<file path="config.mk">
export PLATFORM = sky130hd
export DESIGN_NAME = hist_capture_buf
export DESIGN_NICKNAME = d
export VERILOG_FILES = /design/src/rtl/hist_capture_pkg.sv /design/src/rtl/hist_trig_fsm.sv /design/src/rtl/hist_capture_buf.sv
export SDC_FILE = /design/constraint.sdc
export NUM_CORES = 1
export LEC_CHECK = 0
export BUFFER_PORTS_ARGS = -buffer_cell sky130_fd_sc_hd__buf_2
export CAP_MARGIN = 20
export CORE_AREA = 2 2 94 96
export DETAILED_ROUTE_END_ITERATION = 16
export DIE_AREA = 0 0 96 98
export GPL_TIMING_DRIVEN = 0
export PLACE_DENSITY = 0.67
export SLEW_MARGIN = 25
export SYNTH_ARGS = -nofsm -noshare
export SYNTH_HDL_FRONTEND = slang
export SYNTH_SLANG_ARGS = --single-unit
</file>
<file path="constraint.sdc">
create_clock -name clk -period 10.7 [get_ports clk]
set_input_delay 1.605 -clock clk [delete_from_list [all_inputs] [get_ports clk]]
set_output_delay 1.605 -clock clk [all_outputs]
set_load 0.01 [all_outputs]
</file>
<file path="src/rtl/hist_capture_pkg.sv">
// Shared types and helpers for the sample-history capture buffer.
// State encoding, default geometry and age-to-index mapping.
package hist_capture_pkg;

  typedef enum logic [1:0] {
    ST_RUN    = 2'b00,
    ST_POST   = 2'b01,
    ST_FROZEN = 2'b10
  } hist_state_e;

  localparam int DATA_W_DEF = 8;
  localparam int DEPTH_DEF  = 7;

  // Physical slot of the sample that is `age` writes old.
  // Valid for age < depth; one wrap-add covers the range.
  function automatic int age_to_idx(
    input int ptr,
    input int age,
    input int depth
  );
    int t;
    t = ptr - 1 - age;
    if (t < 0) t = t + depth;
    return t;
  endfunction

endpackage

</file>
<file path="src/rtl/hist_trig_fsm.sv">
// Trigger / post-trigger controller for the history buffer.
// In: clk, rst_n, trig, clear, accept. Out: state, write_allow.
module hist_trig_fsm
  import hist_capture_pkg::*;
#(
  parameter int POST_TRIG = 2,
  parameter int CNT_W     = 3
) (
  input  logic        clk,
  input  logic        rst_n,
  input  logic        trig,
  input  logic        clear,
  input  logic        accept,
  output hist_state_e state,
  output logic        write_allow
);

  hist_state_e      st, st_nx;
  logic [CNT_W-1:0] cnt, cnt_nx;

  always_ff @(posedge clk) begin
    if (!rst_n) begin
      st  <= ST_RUN;
      cnt <= '0;
    end else begin
      st  <= st_nx;
      cnt <= cnt_nx;
    end
  end

  always_comb begin
    st_nx       = st;
    cnt_nx      = cnt;
    write_allow = 1'b0;
    if (clear) begin
      st_nx  = ST_RUN;
      cnt_nx = '0;
    end else begin
      unique case (st)
        ST_RUN: begin
          // the trigger-cycle sample is stored, not counted
          write_allow = accept;
          if (trig) begin
            if (POST_TRIG == 0) begin
              st_nx = ST_FROZEN;
            end else begin
              st_nx  = ST_POST;
              cnt_nx = CNT_W'(POST_TRIG);
            end
          end
        end
        ST_POST: begin
          write_allow = accept;
          if (accept) begin
            if (cnt == CNT_W'(1)) begin
              st_nx  = ST_FROZEN;
              cnt_nx = '0;
            end else begin
              cnt_nx = cnt - CNT_W'(1);
            end
          end
        end
        ST_FROZEN: begin
          write_allow = 1'b0;
        end
        default: begin
          st_nx  = ST_RUN;
          cnt_nx = '0;
        end
      endcase
    end
  end

  assign state = st;

endmodule

</file>
<file path="src/rtl/hist_capture_buf.sv">
// Circular sample history with trigger freeze and read-by-age.
// Ports: din_valid/din/trig/clear in; rd_sel -> rd_data/rd_valid;
// fill_count, state out. HIST_RD_REG_EN registers the read port.
module hist_capture_buf
  import hist_capture_pkg::*;
#(
  parameter int DATA_W    = DATA_W_DEF,
  parameter int DEPTH     = DEPTH_DEF,
  parameter int SEL_W     = $clog2(DEPTH + 1),
  parameter int POST_TRIG = 2
) (
  input  logic              clk,
  input  logic              rst_n,
  input  logic              din_valid,
  input  logic [DATA_W-1:0] din,
  input  logic              trig,
  input  logic              clear,
  input  logic [SEL_W-1:0]  rd_sel,
  output logic [DATA_W-1:0] rd_data,
  output logic              rd_valid,
  output logic [SEL_W-1:0]  fill_count,
  output logic [1:0]        state
);

  localparam int PTR_W = $clog2(DEPTH);

  logic [DATA_W-1:0] mem [DEPTH];
  logic [PTR_W-1:0]  wr_ptr;
  logic              write_allow;
  hist_state_e       fsm_state;

  hist_trig_fsm #(
    .POST_TRIG (POST_TRIG),
    .CNT_W     (SEL_W)
  ) u_fsm (
    .clk         (clk),
    .rst_n       (rst_n),
    .trig        (trig),
    .clear       (clear),
    .accept      (din_valid),
    .state       (fsm_state),
    .write_allow (write_allow)
  );

  assign state = fsm_state;

  always_ff @(posedge clk) begin
    if (!rst_n) begin
      for (int i = 0; i < DEPTH; i++) mem[i] <= '0;
      wr_ptr     <= '0;
      fill_count <= '0;
    end else if (clear) begin
      // storage left as-is; fill_count hides it
      wr_ptr     <= '0;
      fill_count <= '0;
    end else if (write_allow) begin
      mem[wr_ptr] <= din;
      if (wr_ptr == PTR_W'(DEPTH - 1)) wr_ptr <= '0;
      else wr_ptr <= wr_ptr + PTR_W'(1);
      if (fill_count != SEL_W'(DEPTH))
        fill_count <= fill_count + SEL_W'(1);
    end
  end

  logic              hit;
  int                idx;
  logic [DATA_W-1:0] rd_data_c;

  assign hit = rd_sel < fill_count;

  // age forced to 0 on a miss keeps idx in range
  always_comb begin
    idx       = age_to_idx(int'(wr_ptr),
                           hit ? int'(rd_sel) : 0, DEPTH);
    rd_data_c = hit ? mem[idx[PTR_W-1:0]] : '0;
  end

`ifdef HIST_RD_REG_EN
  always_ff @(posedge clk) begin
    if (!rst_n) begin
      rd_data  <= '0;
      rd_valid <= 1'b0;
    end else begin
      rd_data  <= rd_data_c;
      rd_valid <= hit;
    end
  end
`else
  assign rd_data  = rd_data_c;
  assign rd_valid = hit;
`endif

endmodule

</file>
# Word level (Yosys, flattened, before mapping)
# Memories as Yosys holds them, arrays and structs flattened.
# Index checks and enable logic that the tools add are counted.
# op_classes
n_addsub	6
order_cmp	2
eq_ne	8
muxes	22
n_bitwise	2
n_reduce_logical	7
# op_table
op	n
$mux W3	7
$mux W8	2
$add A3 B1 Y3 const B	3
$pmux W3 S3	1
$mux W1	8
$reduce_or A8 Y1	1
$mux W2	3
$pmux W2 S3	1
$lt A5 B1 Y1 const B	1
$sub A4 B4 Y5	1
$ne A2 B2 Y1 const B	2
$reduce_and A4 Y1	1
$reduce_or A2 Y1	2
$sub A3 B1 Y4 const B	1
$eq A3 B1 Y1 const B	1
$eq A3 B3 Y1 const B	1
$lt A3 B3 Y1	1
$ne A3 B3 Y1 const B	1
$reduce_and A3 Y1	1
$sub A3 B1 Y3 const B	1
$eq A2 B1 Y1 const B	1
$eq A2 B2 Y1 const B	1
$logic_not A2 Y1	1
$ne A2 B1 Y1 const B	1
2 further kinds	3
# word_totals
regBits	11
ram_bits	56
input_bits	16
output_inout_bits	14
word_cells	52
memories	1
# mem_list
memory	depth	word_bits	rd	rd_clocked_by_memory_dff	write_ports	line_no	text
mem	7	8	1	0	7	hist_capture_buf.sv:27	logic [DATA_W-1:0] mem [DEPTH];

# Depth between registers and ports, before layout
# logic_depth
depth_word	10
depth_mapped	15
mapped_depth_nobuf	13

# By module
# A second synthesis with hierarchy kept.
# hier_totals
cells_unflattened	355
hier_area_um2	4312.9
# modules_own_cells
module	n_inst	cells_each	area_each_um2	seq_area_each_um2
hist_capture_buf	1	317	3921.3	1961.9
hist_trig_fsm	1	38	391.6	100.1

# Least setup slack after synthesis
# Ideal clock, no wire load.
# synth_path
kind	input to output
from	in rd_sel[1]
to	out rd_data[6]
arrival_time_ns	4.623
required_ns	9.095
path_slack_ns	4.472
path_stages	14
n_path_buf	2
cell_sequence	ha_1 -> a21o_1 -> a21o_1 -> inv_1 -> and2_1 -> ha_1 -> fa_1 -> ha_1 -> buf_2 -> buf_2 -> mux4_2 -> nand2_1 -> nand2_1 -> o311a_1
# synth_between
elab_chain_len	7
elab_cells_between_ends	8
classes_between	add/sub: 2; order compare: 2; mux: 3; memory: 1
# synth_lines
item	line_no	text
from (decl)	hist_capture_buf.sv:18	input logic [SEL_W-1:0] rd_sel,
$lt A3 B3 Y1 (*)	hist_capture_buf.sv:69	assign hit = rd_sel < fill_count;
named net rd_valid	hist_capture_buf.sv:20	output logic rd_valid,
$mux W3	hist_capture_buf.sv:74	hit ? int'(rd_sel) : 0, DEPTH);
$sub A4 B4 Y5	hist_capture_pkg.sv:22	t = ptr - 1 - age;
$lt A5 B1 Y1 or $add A3 B1 Y3 (tied branches)	hist_capture_pkg.sv:23	if (t < 0) t = t + depth;
$mux W3	hist_capture_pkg.sv:23	
$mem_v2 Z7 W8	-	
$mux W8 (*)	hist_capture_buf.sv:75	rd_data_c = hit ? mem[idx[PTR_W-1:0]] : '0;
to (decl)	hist_capture_buf.sv:19	output logic [DATA_W-1:0] rd_data,
# The timed path passes the listed nets; every way through them passes the cells marked *.

# Final worst setup path
# layout_path
from	in rd_sel[1]
to	out rd_data[0]
# layout_between
elab_chain_len	7
elab_cells_between_ends	8
classes_between	add/sub: 2; order compare: 2; mux: 3; memory: 1
# layout_lines
item	line_no
$lt A3 B3 Y1	hist_capture_buf.sv:69
$mux W3	hist_capture_buf.sv:74
$sub A4 B4 Y5	hist_capture_pkg.sv:22
$lt A5 B1 Y1 or $add A3 B1 Y3 (tied branches)	hist_capture_pkg.sv:23
$mux W3	hist_capture_pkg.sv:23
$mem_v2 Z7 W8	-
$mux W8 (*)	hist_capture_buf.sv:75
# Every way passes the cells marked *; elsewhere a longest branch is shown, timed or not.

==> results.ini <==
[run_status]
status=completed

[yosys]
synth_edf_count=56
synth_top_cell_by_area=edfxtp_1
avgSynthCellArea_um2=12.1
yosys_warnings=0
yosysSeqAreaShare=0.500
async_reset_ff_frac=0
syn_inst=340
synth-seq-cells=75
syn_area_um2=4120
synthTopCellsByCount=nor2_1, edfxtp_1, mux4_2
ys_types=40
synth_flop_cell=edfxtp_1
yosys.area.top_type_share=0.408
synthesis.nets=370
synth_area_leaders=edfxtp_1, mux4_2, dfxtp_1
synthMostInstantiatedCell=nor2_1

[clock_network]
clk_latency_ns=0.35
clock-root-buffer=clkbuf_8
numClockSinks=75
clk_pin_slew_worst_paths_ns=0.08
h-tree-depth=3
cts_setup_buffers=0
cts_made_buffers=9
cts_buffer_depth=2
hold_buffers=0
cts_tree=built
cts_resized=0

[sta]
hold_viol_final=0
finalClockSkew_ns=0.00698
worst_slack_ns=3.78
period_needed_ns=6.92
rsz0062_at_grt=no
maxSlewHeadroom=0.377
drv_slew=0
tns_ns=0
fmax_mhz=145
final-setup-viol-count=0
fin_crit_sh=0.646
tightest_slew_ns=0.928

[critical_path]
crit_required_ns=9.10
cp_cell_sequence=buf_2 > ha_1 > a21o_1 > a21o_1 > inv_1 > and2_1 > ha_1 > fa_1 > ha_1 > buf_2 > buf_2 > mux4_2 > a21oi_1 > o32ai_1 > buf_2
cp_max_fo=10
cp.buffers_inverters=5
start_kind=primary input
reg2reg_setup_slack_ns=8.34
crit_path_end_kind=output port
cp_top_family=adder cells
r2r-end=mem[0][6]
cp.arrival_ns=5.31
reg2reg_from=wr_ptr[1]
slowest_stage=fa_1
slowest_delay_ns=0.45
cp_common_cell=buf_2
path_class=in -> out
reg2regPathDepth=4

[power]
p_int_uw=499
p_sw_uw=164
p_leak_uw=0.00173
p_clk_frac=0.347
finalPower_uw=663
combPwrFrac=0.161
seq_power_share=0.492
ir_drop_mv=0.0768
powerDensity_nw_per_um2=144
netSwitchingFraction=0.247

[run]
maxCapViolCount=0

[die]
die_area_um2=9410
io_pins=30
core_area_um2=8470
die_w_um=96
rows=34
die_y_um=98
initial_core_util=0.487

[grt]
grt_pass1_wl_mm=14.8
overflow=0
grt_pass1_vias=2868
grtUsageTotal=0.216
antenna_found_initial=0
grt_max_degree=13

[drt]
drcViolationCount=0
wl_per_cell_um=19.0
dr.first_iter.drc_count=140
ant_nets=0
routed_wl_mm=9.38
dr.pass1.iters=5
routed-via-count=2875
via_per_inst=5.82

[hold_path]
worstHoldPathCells=2
hold_class=reg -> reg
min_from=u_fsm.cnt[1]
whs_endpoint=u_fsm.cnt[1]

[finish]
fin_nets=411
fillers=749
area_delta_synth_final_pct=12.0
drive_gt1_frac=0.272
num_antenna_cells=0

[placed_design]
port_buffers=29
pre_cts_ws_ns=3.81
hpwlAfterDp_mm=6.83
gp_congestion=0.802

[per-layer routing]
layer | GRT usage | share of wire | vias to the layer above
met2 | 0.338 | 0.49 | 98
li1 | - | - | 1337
met3 | 0.0309 | 0.053 | 12
met4 | 0.0813 | 0.017 | 0
met1 | 0.306 | 0.44 | 1428
met5 | 0 | 0 | -
[cells by family (layout without fill, tap and decap cells)]
kind of cell / Yosys count / count (layout) / share of synthesized area
simple gates: 126 / 126 / 0.143
xor+xnor: 6 / 6 / 0.0128
compound gates: 50 / 50 / 0.0771
buf+inv: 34 / 80 / 0.0401
flops: 75 / 75 / 0.500
mux: 35 / 35 / 0.182
fa+ha+maj: 14 / 14 / 0.0443
[registers in the layout, summed over array words and instances (netlist names)]
signal       cells
u_fsm.cnt        3
mem             64
wr_ptr           3
u_fsm.state      2
fill_count       3
[cell type report]
type / count / area [µm²] / area share
inverter: 18 / 67.6 / 0.0146
clock inverter: 7 / 82.6 / 0.0179
tap: 108 / 135 / 0.0293
multi-input combinational: 231 / 1890 / 0.410
buffer: 16 / 97.6 / 0.0211
sequential: 75 / 2060 / 0.447
clock buffer: 9 / 124 / 0.0268
timing repair buffer: 30 / 153 / 0.0331
[cells in the final DEF, fill, tap and decap left out, drive strengths merged, types with 5 or more instances in the layout]
master / instances
a21oi: 22
buf: 44
clkbuf: 11
dfxtp: 19
edfxtp: 56
ha: 13
inv: 18
mux4: 32
nand2: 19
nand2b: 5
nor2: 77
nor2b: 9
o21ai: 11
o32ai: 7
[worst max path at each step]
stage          cells past startpoint          to  slack (ns)       from
6_report                          15  rd_data[0]        3.78  rd_sel[1]
4_1_cts                           15  rd_data[0]        3.79  rd_sel[1]
3_3_place_gp                      16  rd_data[6]        3.80  rd_sel[1]
5_1_grt                           16  rd_data[6]        3.58  rd_sel[1]
3_5_place_dp                      16  rd_data[6]        3.81  rd_sel[1]
2_1_floorplan                     14  rd_data[6]        4.47  rd_sel[1]
[stage by stage]
step,utilization,std cells,area [µm²],hold slack [ns]
finish,0.545,494,4620,0.499
global route,0.545,494,4620,0.530
CTS,0.545,494,4620,0.507
detailed placement,0.521,478,4410,0.488
global placement,0.520,477,4400,0.482
floorplan,-,340,4120,0.464
[worst register-to-register path, delay by kind of cell (launching register included)]
kind	cells	cell delay (ns)
AO/OA/AOI/OAI	1	0.82
flip-flops	1	0.33
buffers and inverters	2	0.45
AND/OR/NAND/NOR	1	0.39
[power by group through the flow]
stage	clock network (µW)	logic (µW)	registers, µW
floorplan	0	79.7	331
CTS	233	108	326
global route	245	116	328
finish	230	107	327
detailed placement	0	108	333
global placement	0	105	332
(Power assumes the default switching activity.)
